[config.mk]
export PLATFORM = sky130hd
export DESIGN_NAME = alu4_issue_queue
export DESIGN_NICKNAME = d
export VERILOG_FILES = /design/src/rtl/alu4_issue_queue.sv
export SDC_FILE = /design/constraint.sdc
export NUM_CORES = 1
export LEC_CHECK = 0
export BUFFER_PORTS_ARGS = -buffer_cell sky130_fd_sc_hd__buf_2
export CAP_MARGIN = 20
export CORE_MARGIN = 4
export CORE_UTILIZATION = 59
export DETAILED_ROUTE_END_ITERATION = 10
export HOLD_SLACK_MARGIN = 0.02
export PLACE_DENSITY = 0.84
export SYNTH_ARGS = -nofsm -noshare
export SYNTH_HDL_FRONTEND = slang
export SYNTH_SLANG_ARGS = --single-unit
export TNS_END_PERCENT = 30
[constraint.sdc]
create_clock -name clk -period 5.4 [get_ports clk]
set_clock_uncertainty 0.05 [all_clocks]
set_input_delay 0.54 -clock clk [delete_from_list [all_inputs] [get_ports clk]]
set_output_delay 0.54 -clock clk [all_outputs]
set_load 0.05 [all_outputs]
[src/rtl/alu4_issue_queue.sv]
// alu4_issue_queue
//   Command queue and result register placed directly in front of the
//   combinational ALU4. Commands {A, b, option} are buffered in a FIFO. The
//   queue head drives ALU4's inputs. ALU4's result and flags are captured into
//   a registered output slot. Commands and results stay in order.
//
// Parameters
//   DEPTH         FIFO entries (power of 2, >= 2). Data width is fixed at 4 bits.
//
// Ports
//   clk, rst_n                  rising-edge clock, async active-low reset
//   in_valid/in_ready           command handshake
//   in_a, in_b, in_op           command payload (4b, 4b, 3b option code)
//   alu_a, alu_b, alu_option    queue head to ALU4 (zeros when empty)
//   alu_result, alu_carry,
//   alu_overflow, alu_zero      ALU4 outputs, captured at issue
//   out_valid/out_ready         result handshake
//   out_result, out_carry,
//   out_overflow, out_zero      registered result slot
//   issued_cnt                  8-bit count of issues, wraps 255->0
//
// Optional feature (macro ALU4_STICKY_FLAGS_EN)
//   Adds input clr_sticky and output sticky_ovf. sticky_ovf is a sticky
//   overflow flag. It is set on any issue that sees alu_overflow=1, and it is
//   cleared by clr_sticky. When both happen in the same cycle, the set wins.
//
// Handshake semantics (both sides): a transfer happens at a rising edge where
// valid & ready are both high. The sender holds valid and the payload stable
// until that edge. ready never depends on valid.
module alu4_issue_queue #(
  parameter int DEPTH = 4
) (
  input  logic       clk,
  input  logic       rst_n,
  input  logic       in_valid,
  output logic       in_ready,
  input  logic [3:0] in_a,
  input  logic [3:0] in_b,
  input  logic [2:0] in_op,
  output logic [3:0] alu_a,
  output logic [3:0] alu_b,
  output logic [2:0] alu_option,
  input  logic [3:0] alu_result,
  input  logic       alu_carry,
  input  logic       alu_overflow,
  input  logic       alu_zero,
  output logic       out_valid,
  input  logic       out_ready,
  output logic [3:0] out_result,
  output logic       out_carry,
  output logic       out_overflow,
  output logic       out_zero,
  output logic [7:0] issued_cnt
`ifdef ALU4_STICKY_FLAGS_EN
  ,
  input  logic       clr_sticky,
  output logic       sticky_ovf
`endif
);

  localparam int AW = $clog2(DEPTH);
  localparam int CW = AW + 1;
  localparam logic [CW-1:0] FULL_CNT = CW'(DEPTH);

  typedef enum logic {SLOT_EMPTY = 1'b0, SLOT_FULL = 1'b1} slot_state_e;

  logic [10:0]   mem_q [DEPTH];
  logic [AW-1:0] wr_ptr_q, wr_ptr_d;
  logic [AW-1:0] rd_ptr_q, rd_ptr_d;
  logic [CW-1:0] count_q, count_d;
  slot_state_e   slot_state_q;
  logic [3:0]    out_result_q;
  logic          out_carry_q, out_overflow_q, out_zero_q;
  logic [7:0]    issued_cnt_q;
  logic [10:0]   head;
  logic          not_empty;
  logic          push;
  logic          issue;

  assign not_empty = (count_q != '0);
  // in_ready looks only at the count. A pop in the same cycle does not free a
  // full queue until the next cycle.
  assign in_ready  = (count_q != FULL_CNT);
  assign push      = in_valid & in_ready;
  assign out_valid = (slot_state_q == SLOT_FULL);
  // The slot can take a new result when it is empty or is being drained now.
  assign issue     = not_empty & (~out_valid | out_ready);

  assign head       = mem_q[rd_ptr_q];
  assign alu_a      = not_empty ? head[10:7] : 4'h0;
  assign alu_b      = not_empty ? head[6:3]  : 4'h0;
  assign alu_option = not_empty ? head[2:0]  : 3'b000;

  assign out_result   = out_result_q;
  assign out_carry    = out_carry_q;
  assign out_overflow = out_overflow_q;
  assign out_zero     = out_zero_q;
  assign issued_cnt   = issued_cnt_q;

  // Pointers wrap naturally because DEPTH is a power of two.
  always_comb begin
    wr_ptr_d = wr_ptr_q;
    rd_ptr_d = rd_ptr_q;
    count_d  = count_q;
    if (push)  wr_ptr_d = wr_ptr_q + AW'(1);
    if (issue) rd_ptr_d = rd_ptr_q + AW'(1);
    case ({push, issue})
      2'b10:   count_d = count_q + CW'(1);
      2'b01:   count_d = count_q - CW'(1);
      default: count_d = count_q;
    endcase
  end

  // Storage has no reset. An entry is only read after it has been written.
  always_ff @(posedge clk) begin
    if (push) mem_q[wr_ptr_q] <= {in_a, in_b, in_op};
  end

  always_ff @(posedge clk or negedge rst_n) begin
    if (!rst_n) begin
      wr_ptr_q <= '0;
      rd_ptr_q <= '0;
      count_q  <= '0;
    end else begin
      wr_ptr_q <= wr_ptr_d;
      rd_ptr_q <= rd_ptr_d;
      count_q  <= count_d;
    end
  end

  // Output slot FSM. out_* are written only on an issue, so they hold their
  // value while the slot waits for out_ready.
  always_ff @(posedge clk or negedge rst_n) begin
    if (!rst_n) begin
      slot_state_q   <= SLOT_EMPTY;
      out_result_q   <= 4'h0;
      out_carry_q    <= 1'b0;
      out_overflow_q <= 1'b0;
      out_zero_q     <= 1'b0;
      issued_cnt_q   <= 8'h00;
    end else begin
      if (issue) begin
        slot_state_q   <= SLOT_FULL;
        out_result_q   <= alu_result;
        out_carry_q    <= alu_carry;
        out_overflow_q <= alu_overflow;
        out_zero_q     <= alu_zero;
        issued_cnt_q   <= issued_cnt_q + 8'h01;
      end else if (out_ready) begin
        slot_state_q <= SLOT_EMPTY;
      end
    end
  end

`ifdef ALU4_STICKY_FLAGS_EN
  logic sticky_q;

  always_ff @(posedge clk or negedge rst_n) begin
    if (!rst_n) begin
      sticky_q <= 1'b0;
    end else if (issue & alu_overflow) begin
      sticky_q <= 1'b1;
    end else if (clr_sticky) begin
      sticky_q <= 1'b0;
    end
  end

  assign sticky_ovf = sticky_q;
`endif

endmodule
Yosys cells after proc, flatten, opt, wreduce, memory -nomap -nowiden
Memory sizes are Yosys's and may differ from the RTL's.
Cells that the tools add are included.
{ "word_totals": {"mem_count": 1, "ram_bits": 44, "reg_bits": 23, "word_cells": 33} }
{ "op_classes": {"n_mux": 8, "add_sub_neg": 5, "n_bitwise": 4, "reduce_logical": 3, "eq_ne": 3} }
{ "memory_table": {"columns": ["name", "depth", "width", "rd", "rd_clocked_by_memory_dff", "write_ports", "line_no", "text"], "rows": [
  ["mem_q", 4, 11, 1, 0, 1, "67", "logic [10:0] mem_q [DEPTH];"]
]} }
{ "ops": {"columns": ["cell", "count"], "rows": [
  ["$add 8x1->8 const B", 1],
  ["$mux 4", 2],
  ["$pmux 3 s2", 1],
  ["$add 2x1->2 const B", 2],
  ["$mux 1", 4],
  ["$reduce_bool 2->1", 2],
  ["$add 3x1->3 const B", 1],
  ["$mux 3", 1],
  ["$ne 3x3->1 const B", 1],
  ["$reduce_bool 3->1", 1],
  ["$sub 3x1->3 const B", 1],
  ["$and 1x1->1", 2],
  ["$eq 2x1->1 const B", 1],
  ["$eq 2x2->1 const B", 1],
  ["$not 1->1", 1],
  ["$or 1x1->1", 1]
]} }

Depth between registers and ports, before layout
Gate-level depths: netlist of the first run.
{ "depth": {"ltp_word": 5, "mapped_depth": 10} }

Worst setup path after synthesis of the first run
No wires, ideal clock.
{ "synth_timing": {"path_kind": "reg2reg", "start": "register slot_state_q, in the netlist out_valid", "end": "register count_q[2]", "path_slack_ns": 3.091, "n_path_buf": 2, "t_arrival_ns": 2.180, "stages_incl_launch_ff": 11, "cell_sequence": "dfrtp_1 > nor2b_1 > buf_2 > nor2_1 > buf_4 > ha_1 > inv_1 > fa_1 > xor2_1 > nor2_1 > xor2_1"} }
{ "synth_between": {"elab_chain_cells": 5, "word_cells_on_any_way": 7, "classes_between": "eq/ne: 2; mux: 1; bitwise: 3; reduce/logical: 1"} }
{ "synth_rtl": {"columns": ["item", "line_no", "text"], "rows": [
  ["start: declaration", "71", "slot_state_e slot_state_q;"],
  ["start signal: assignment", "135", "slot_state_q <= SLOT_EMPTY;"],
  ["start signal: assignment", "143", "slot_state_q <= SLOT_FULL;"],
  ["start signal: assignment", "150", "slot_state_q <= SLOT_EMPTY;"],
  ["$not 1->1 (*)", "87", "assign issue = not_empty & (~out_valid | out_ready);"],
  ["$or 1x1->1 (*)", "87", null],
  ["$and 1x1->1 (*)", "87", null],
  ["named net issue", "78", "logic issue;"],
  ["$eq 2x1->1 or $eq 2x2->1 (tied branches)", "107", "case ({push, issue})"],
  ["$pmux 3 s2 or $reduce_bool 2->1 (tied branches)", null, null],
  ["end signal: assignment", "127", "count_q <= count_d;"],
  ["end: declaration", "70", "logic [CW-1:0] count_q, count_d;"]
]} }
Mark *: on every way through the listed nets, which the timed path passes. The rest lies on a longest branch.
A chain may end at the register's enable or synchronous reset.

Worst setup path after layout of the first run
{ "layout_timing": {"start": "register rd_ptr_q[0]", "end": "output port alu_a[1]"} }
{ "layout_between": {"elab_chain_cells": 2} }
{ "layout_rtl": {"columns": ["item", "line_no", "text"], "rows": [
  ["start: declaration", "69", "logic [AW-1:0] rd_ptr_q, rd_ptr_d;"],
  ["start signal: assignment", "126", "rd_ptr_q <= rd_ptr_d;"],
  ["$mem_v2 4x11", null, null],
  ["$mux 4", "90", "assign alu_a = not_empty ? head[10:7] : 4'h0;"],
  ["end: declaration", "40", "output logic [3:0] alu_a,"]
]} }
Every way passes these cells.

==> results of run 1 <==
area by class of cell:
type / count / share of cell area [%]
multi-input combinational: 75 / 24.6
clock inverter: 7 / 1.83
clock buffer: 9 / 3.86
tap: 52 / 2.03
timing repair buffer: 50 / 7.88
inverter: 6 / 0.702
sequential: 67 / 59.1
cell families (layout without fill, tap and decap cells):
| kind of cell | after synthesis | in the layout | synth area share, % |
|---|---|---|---|
| adder cells (fa/ha/maj) | 7 | 7 | 3.47 |
| multiplexers | 21 | 21 | 13.2 |
| buffers and inverters | 12 | 72 | 2.15 |
| AND/OR/NAND/NOR | 34 | 34 | 7.76 |
| XOR/XNOR | 13 | 13 | 4.16 |
| flip-flops | 67 | 67 | 69.2 |
state kept, by name, summed over array words and instances (netlist names):
register / cells
mem_q: 44
issued_cnt: 8
out_result: 4
count_q: 3
rd_ptr_q: 2
wr_ptr_q: 2
out_carry: 1
out_overflow: 1
out_valid: 1
out_zero: 1
worst paths after layout:
| check | startpoint | end | slack, ps | cells past startpoint |
|---|---|---|---|---|
| setup / recovery | rd_ptr_q[0] | alu_a[1] | 2700 | 3 |
| hold / removal | rst_n | issued_cnt[3] | 110 | 1 |
| setup reg to reg | count_q[0] | count_q[2] | 2740 | 9 |
| hold reg to reg | issued_cnt[7] | issued_cnt[7] | 420 | 1 |
| max in group asynchronous | rst_n | count_q[2] | 4840 | 1 |
| min in group clk | in_op[0] | mem_q[1][0] | 370 | 1 |
layer usage:
| metal | track usage [%] | routed length, µm | vias to the layer above |
|---|---|---|---|
| met5 | 0 | 0 | - |
| met4 | 9.97 | 124 | 0 |
| met3 | 4.37 | 171 | 12 |
| met2 | 31.2 | 2630 | 33 |
| met1 | 22.4 | 1980 | 745 |
| li1 | - | - | 681 |
worst register-to-register path: stages (launching register included):
cell     delay (ps)
dfrtp_1         420
nor3_2           60
buf_4           200
nor2_1          660
ha_1            320
inv_1            70
fa_1            390
xor2_1          160
nor2_1          110
xor2_1          140
through the flow:
| stage | util (%) | hold WS, ps | std cells | setup WS [ps] |
|---|---|---|---|---|
| after floorplan | - | 194 | 154 | 3090 |
| after CTS | 72.7 | 122 | 266 | 2630 |
| final | 72.7 | 113 | 266 | 2700 |
| after detailed placement | 68.6 | 410 | 250 | 2640 |
| after global placement | 68.6 | 404 | 250 | 2760 |
| after global routing | 72.7 | 149 | 266 | 2510 |
synth_stat cells, drive strengths merged (2+ instances only):
cell / count / area [µm²]
and3: 4 / 25.0
nand3: 2 / 10.0
nor3: 2 / 10.0
edfxtp: 44 / 1320
xor2: 11 / 96.3
nor2: 2 / 7.51
inv: 6 / 22.5
and2b: 2 / 15.0
nor2b: 10 / 62.6
buf: 5 / 32.5
dfrtp: 23 / 576
nor3b: 2 / 15.0
mux4: 11 / 248
xnor2: 2 / 17.5
nand2: 2 / 7.51
ha: 6 / 75.1
mux2: 9 / 105
nor4: 3 / 18.8
==> results.yml, run 1 <==
yosys:
  synth_edf_count: 44
  synth_warnings: 0
  synth.cell_area_um2: 2740
  syn-instance-count: 154
  avgSynthCellArea_um2: 17.8
  synth_fp_nets: 183
  ys_seq_elements: 67
  synth_cell_types: 28
  async_flop_share_pct: 34.3
  ys.flop_type: "edfxtp_1"
  ys_seq_area_share_pct: 69.2
cells_and_area:
  multi_input_area_um2: 790
  n_antenna_cell: 0
  nets: 238
  regArea_um2: 1900
  final_area_um2: 3210
  final_cell_mix: "buf_2, edfxtp_1, dfrtp_1, mux4_2, xor2_1"
  fillers: 265
  area_growth_pct: 17.1
  drive_gt1_share_pct: 40.2
  layout_commonest_cell: "buf_2"
clock_network:
  post_cts_resize_count: 0
  cts_sinks: 67
  cts.path.max_buffers: 2
  cts_setup_buffers: 0
  htreeDepth: 3
  cts_tree: "yes"
  clk_pin_slew_worst_paths_ps: 70
  ctsHoldBuffers: 0
  cts_buffers: 9
  cts-root-buf: "clkbuf_8"
  clock_latency_ps: 340
timing:
  fmax_mhz: 370
  drv_slew: 0
  setup_viol: 0
  finalCriticalPeriod_ps: 2700
  rsz0062_at_grt: "no"
  slew_headroom_pct: 44.8
  final_hold_viol_count: 0
  period_share_pct: 50.1
  fin_tns_setup_ps: 0
  worst_slew_pin_slew_ps: 825
critical_path:
  cp-end-kind: "primary output"
  crit_arrival_ps: 2110
  path_max_fanout: 13
  path_buf_inv: 1
  critical-path-slowest-cell: "dfrtp_1"
  crit_family: "flip-flops"
  slowest_delay_ps: 810
  cp.required_ps: 4810
  start_kind: "flip-flop"
  path_cells: "mux4_2 -> nor2b_1 -> buf_2"
  criticalPathCategory: "flip-flop to primary output"
die:
  die_h_um: 76.2
  initial_utilization_pct: 62.1
  core_area_um2: 4410
  die_w_um: 76.2
  placementRows: 24
  ios: 50
  dieArea_um2: 5800
drt:
  detail_route.vias_per_cell: 5.53
  drt_wl_total_um: 4910
  wl_per_cell_um: 18.5
  postRouteAntennaNets: 0
  vias: 1471
  drt_iter0_drc: 74
  drc_errors: 0
  dr.pass1.iters: 4
global_route:
  overflow: 0
  grt_max_degree: 24
  grt_pass1_vias: 1594
  grt_pass1_wl_um: 8180
  grt_util_all_layers_pct: 18.7
  antenna_found_initial: 0
placement:
  post-dp-hpwl_um: 3420
  gp_congestion: 0.821
  io_buffer_count: 49
  place_area_um2: 3030
min_path:
  hold_path_class: "input pin to async pin"
outcome:
  status: "completed"
job:
  cap_violations: 0
Power of run 1 is not shown: default switching activity piles up to over one toggle a cycle in this logic, so the estimate is an artifact.
==> run 2, diff against run 1 <==
Settings changed: ABC_AREA set to 1, CORE_UTILIZATION 59 to 50, PLACE_DENSITY 0.84 to 0.75.
Clock period 5.4 ns to 2.4 ns, I/O delays scaled along.
==> results.yml, run 2 <==
critical_path:
  reg2reg_depth: 9
  crit_arrival_ps: 1840
  criticalPathCategory: "flip-flop to primary output"
  r2r_slack_ps: 300
  r2r-start: "count_q[1]"
  cp.required_ps: 2110
  cp-startpoint: "rd_ptr_q[0]"
  cp-end-kind: "primary output"
  path_max_fanout: 24
  start_kind: "flip-flop"
cells_and_area:
  fin_util_pct: 60.5
  layout_commonest_cell: "nor2_1"
  nets: 351
  top_register: "mem_q"
  area_growth_pct: 16.7
  largest_reg_flops: 44
  drive_gt1_share_pct: 22.9
  n_antenna_cell: 0
  final_cell_mix: "nor2_1, nand2_1, buf_2, edfxtp_1, dfrtp_1"
  stdcell_count: 399
timing:
  fin_tns_setup_ps: 0
  final_hold_viol_count: 0
  finalWorstSetupSlack_ps: 275
  drv_slew: 0
  period_share_pct: 88.6
  fmax_mhz: 471
  worst_slew_pin_slew_ps: 505
  finalCriticalPeriod_ps: 2130
  rsz0062_at_grt: "no"
  slew_headroom_pct: 66.4
  setup_viol: 0
drt:
  postRouteAntennaNets: 0
  drt-met1-wl_um: 2280
  top_layer: "met4"
  dr.pass1.iters: 4
  vias: 1959
  wl_met3_um: 271
  wl_per_cell_um: 12.8
  drc_errors: 0
  drt_wl_total_um: 5110
  detail_route.vias_per_cell: 4.91
  wl_met2_um: 2450
  drt_iter0_drc: 97
global_route:
  grt_pass1_vias: 1964
  overflow: 0
  grt_pass1_wl_um: 8720
  antenna_found_initial: 0
  grt_max_degree: 25
  grt_util_all_layers_pct: 15.9
clock_network:
  clock_latency_ps: 330
  clk_pin_slew_worst_paths_ps: 60
  cts_tree: "yes"
  cts-root-buf: "clkbuf_8"
  cts.path.max_buffers: 2
  post_cts_resize_count: 0
  ctsHoldBuffers: 1
  cts_sinks: 67
  htreeDepth: 3
  cts_setup_buffers: 0
  cts_buffers: 9
yosys:
  syn-instance-count: 263
  ys_seq_area_share_pct: 66.0
  yosys-top-cells-area: "edfxtp_1, dfrtp_1, nor2_1, nand2_1, ha_1"
  synth_edf_count: 44
  avgSynthCellArea_um2: 10.9
  ys.flop_type: "edfxtp_1"
  synth_warnings: 0
  synth.cell_area_um2: 2870
  synth_cell_types: 23
  yosysMostFrequentCell: "nor2_1"
  yosysTopAreaCellShare_pct: 46.0
  async_flop_share_pct: 34.3
  ys_seq_elements: 67
  synth_fp_nets: 292
  synth_top_area_cell: "edfxtp_1"
  synthTopCellsByCount: "nor2_1, nand2_1, edfxtp_1"
die:
  placementRows: 27
  die_w_um: 83.8
  die_h_um: 83.8
  core_area_um2: 5540
  initial_utilization_pct: 51.9
  dieArea_um2: 7020
  ios: 50
placement:
  io_buffer_count: 49
  post-dp-hpwl_um: 3440
  dp.cells: 382
  gp_congestion: 0.775
  place_ws_ps: 298
min_path:
  min_from: "alu_result[2]"
  hold_path_class: "input pin to flip-flop"
  holdPathStages: 3
job:
  cap_violations: 0
outcome:
  status: "completed"
run 2: cell count changes after synthesis, moves of 11 or more:
cell / change
nor2_1: +53
mux4_2: -11
nand2_1: +49
inv_1: +11
o21ai_0: +15
a21oi_1: +13
run 2: final timing paths:
check                                     end
min in group asynchronous       issued_cnt[2]
worst max-delay path                 alu_a[2]
worst max register to register     count_q[2]
worst min register to register  out_result[3]
max in group asynchronous         wr_ptr_q[1]
worst min-delay path            out_result[2]
run 2: cell families after synthesis:
group | synth area share, %
AND/OR/NAND/NOR | 16.2
flip-flops | 66.0
AO/OA/AOI/OAI | 7.19
buffers and inverters | 5.18
XOR/XNOR | 2.13
adder cells (fa/ha/maj) | 3.31
run 2: final cells by class:
class	count	area (µm²)
multi-input cells	169	827
flip-flops and latches	67	1900
repair buffers	57	308
clock inverters	4	17.5
well taps	72	90.1
clock buffers	12	145
fillers	463	2190
inverters	18	67.6
run 2: routing by layer:
layer / vias to the layer above / GRT usage [%]
met1: 919 / 19.0
met2: 48 / 26.9
met5: - / 0
li1: 980 / -
met3: 12 / 4.44
met4: 0 / 6.58
run 2: worst max-delay path, stage by stage, from the launching register on:
cell and delay [ps]:
dfrtp_1 490, inv_2 350, o21ai_0 160, a21oi_1 210, buf_2 300
run 2: through the flow:
step | hold WS (ps) | area (µm²)
2_1_floorplan | -106 | 2870
6_report | 53.9 | 3350
3_3_place_gp | 201 | 3180
4_1_cts | 41.0 | 3350
3_5_place_dp | 197 | 3180
5_1_grt | 50.7 | 3350
Power of run 2 is left out for the same reason.
==> run 3, diff against run 2 <==
Settings changed: CELL_PAD_IN_SITES_DETAIL_PLACEMENT set to 1, CELL_PAD_IN_SITES_GLOBAL_PLACEMENT set to 2, CORE_UTILIZATION 50 to 32, PLACE_DENSITY 0.75 to not set, PLACE_DENSITY_LB_ADDON set to 0.1.
==> results.yml, run 3 (synthesis gave the netlist of run 2 again) <==
cells_and_area:
  drive_gt1_share_pct: 24.1
  final_cell_mix: "nor2_1, nand2_1, buf_2, edfxtp_1, dfrtp_1"
  top_register: "mem_q"
  layout_commonest_cell: "nor2_1"
  largest_reg_flops: 44
  final_area_um2: 3430
  n_antenna_cell: 0
  area_growth_pct: 19.3
  nets: 352
timing:
  fmax_mhz: 466
  rsz0062_at_grt: "no"
  period_share_pct: 89.3
  fin_tns_setup_ps: 0
  slew_headroom_pct: 62.9
  setup_viol: 0
  finalWorstSetupSlack_ps: 256
  final_hold_viol_count: 0
  drv_slew: 0
  worst_slew_pin_slew_ps: 556
  finalCriticalPeriod_ps: 2140
drt:
  drt_wl_total_um: 6400
  drt_iter0_drc: 47
  drc_errors: 0
  dr.pass1.iters: 4
  vias: 1995
  postRouteAntennaNets: 0
  wl_per_cell_um: 14.7
  detail_route.vias_per_cell: 4.58
die:
  initial_utilization_pct: 32.9
  die_w_um: 103
  die_h_um: 103
  placementRows: 34
  ios: 50
  core_area_um2: 8720
  dieArea_um2: 10600
critical_path:
  cp.required_ps: 2110
  crit_family: "buffers and inverters"
  path_buf_inv: 2
  crit_arrival_ps: 1850
  slowest_delay_ps: 530
  r2r_slack_ps: 340
  start_kind: "flip-flop"
  critical-path-slowest-cell: "dfrtp_2"
  path_cells: "inv_2 -> o21ai_0 -> a21oi_1 -> buf_2"
  worstSetupPathDepth: 4
  criticalPathCategory: "flip-flop to primary output"
  cp-end-kind: "primary output"
  path_max_fanout: 24
  reg2reg_depth: 9
global_route:
  grt_pass1_vias: 2136
  grt_pass1_wl_um: 10600
  grt_util_all_layers_pct: 13.4
  grt_max_degree: 25
  overflow: 0
  antenna_found_initial: 0
outcome:
  status: "completed"
clock_network:
  cts-root-buf: "clkbuf_8"
  cts_buffers: 9
  cts.path.max_buffers: 2
  clock_latency_ps: 330
  clk_pin_slew_worst_paths_ps: 70
  cts_tree: "yes"
  cts_sinks: 67
  htreeDepth: 3
min_path:
  hold_path_class: "input pin to flip-flop"
  holdPathStages: 3
placement:
  place_area_um2: 3230
  post-dp-hpwl_um: 4290
  gp_congestion: 0.679
  place_ws_ps: 348
  io_buffer_count: 49
power:
  leakage_uw: 0.00148
  powerDensity_nw_per_um2: 1500
  ir_worst_vdd_uv: 537
job:
  cap_violations: 0
run 3: changes by cell type in the layout (fill, tap and decap cells not counted):
cell	delta
clkinv_1	-2
buf_4	+1
bufinv_16	+1
clkbuf_8	-1
clkinv_2	+1
clkinv_4	+1
dfrtp_1	-1
dfrtp_2	+1
run 3: per-stage QoR:
stage               hold WS (ps)  util [%]  power, µW  std cells
finish                      52.9      39.3       5140        436
global route                49.6      39.3       5510        436
CTS                         36.8      39.3       5230        436
detailed placement           221      37.1       4310        419
global placement             224      37.1       4280        419
floorplan                   -106         -       3690        263
run 3: area by class of cell:
type	count	area, µm²
well taps	108	135
fillers	999	5290
clock buffers	11	131
repair buffers	58	315
flip-flops and latches	67	1900
multi-input cells	169	827
inverters	18	67.6
clock inverters	5	53.8
run 3: metal layers:
| layer | GRT usage (%) | vias to the layer above | wire [µm] |
|---|---|---|---|
| li1 | - | 982 | - |
| met1 | 16.3 | 966 | 2800 |
| met2 | 22.8 | 45 | 3220 |
| met3 | 3.52 | 2 | 353 |
| met4 | 5.38 | 0 | 29 |
| met5 | 0 | - | 0 |
run 3: repair_timing:
action / CTS / global route
hold endpoints to repair: 23 / 0
hold buffers: 1 / 0
buffers inserted: 0 / 0
resized for setup: 0 / 1
endpoints found under the setup margin: 0 / 11
run 3: worst paths after layout:
kind | endpoint | startpoint
max | alu_b[2] | rd_ptr_q[0]
min | out_zero | alu_zero
min in group asynchronous | issued_cnt[6] | rst_n
max reg2reg | count_q[2] | count_q[1]
min reg2reg | out_zero | out_zero
max in group asynchronous | rd_ptr_q[0] | rst_n
run 3: power by group:
part	switching, µW	internal (µW)	leakage, µW	total [µW]
logic	1850	635	0.000701	2490
registers	193	1560	0.000683	1750
clock network	423	478	0.0000971	901
total	2470	2670	0.00148	5140
run 3: worst min-delay path, delay by kind of cell:
family,cells,cell delay (ps)
simple gates,2,80
buf+inv,1,70
(Power assumes the default switching activity.)
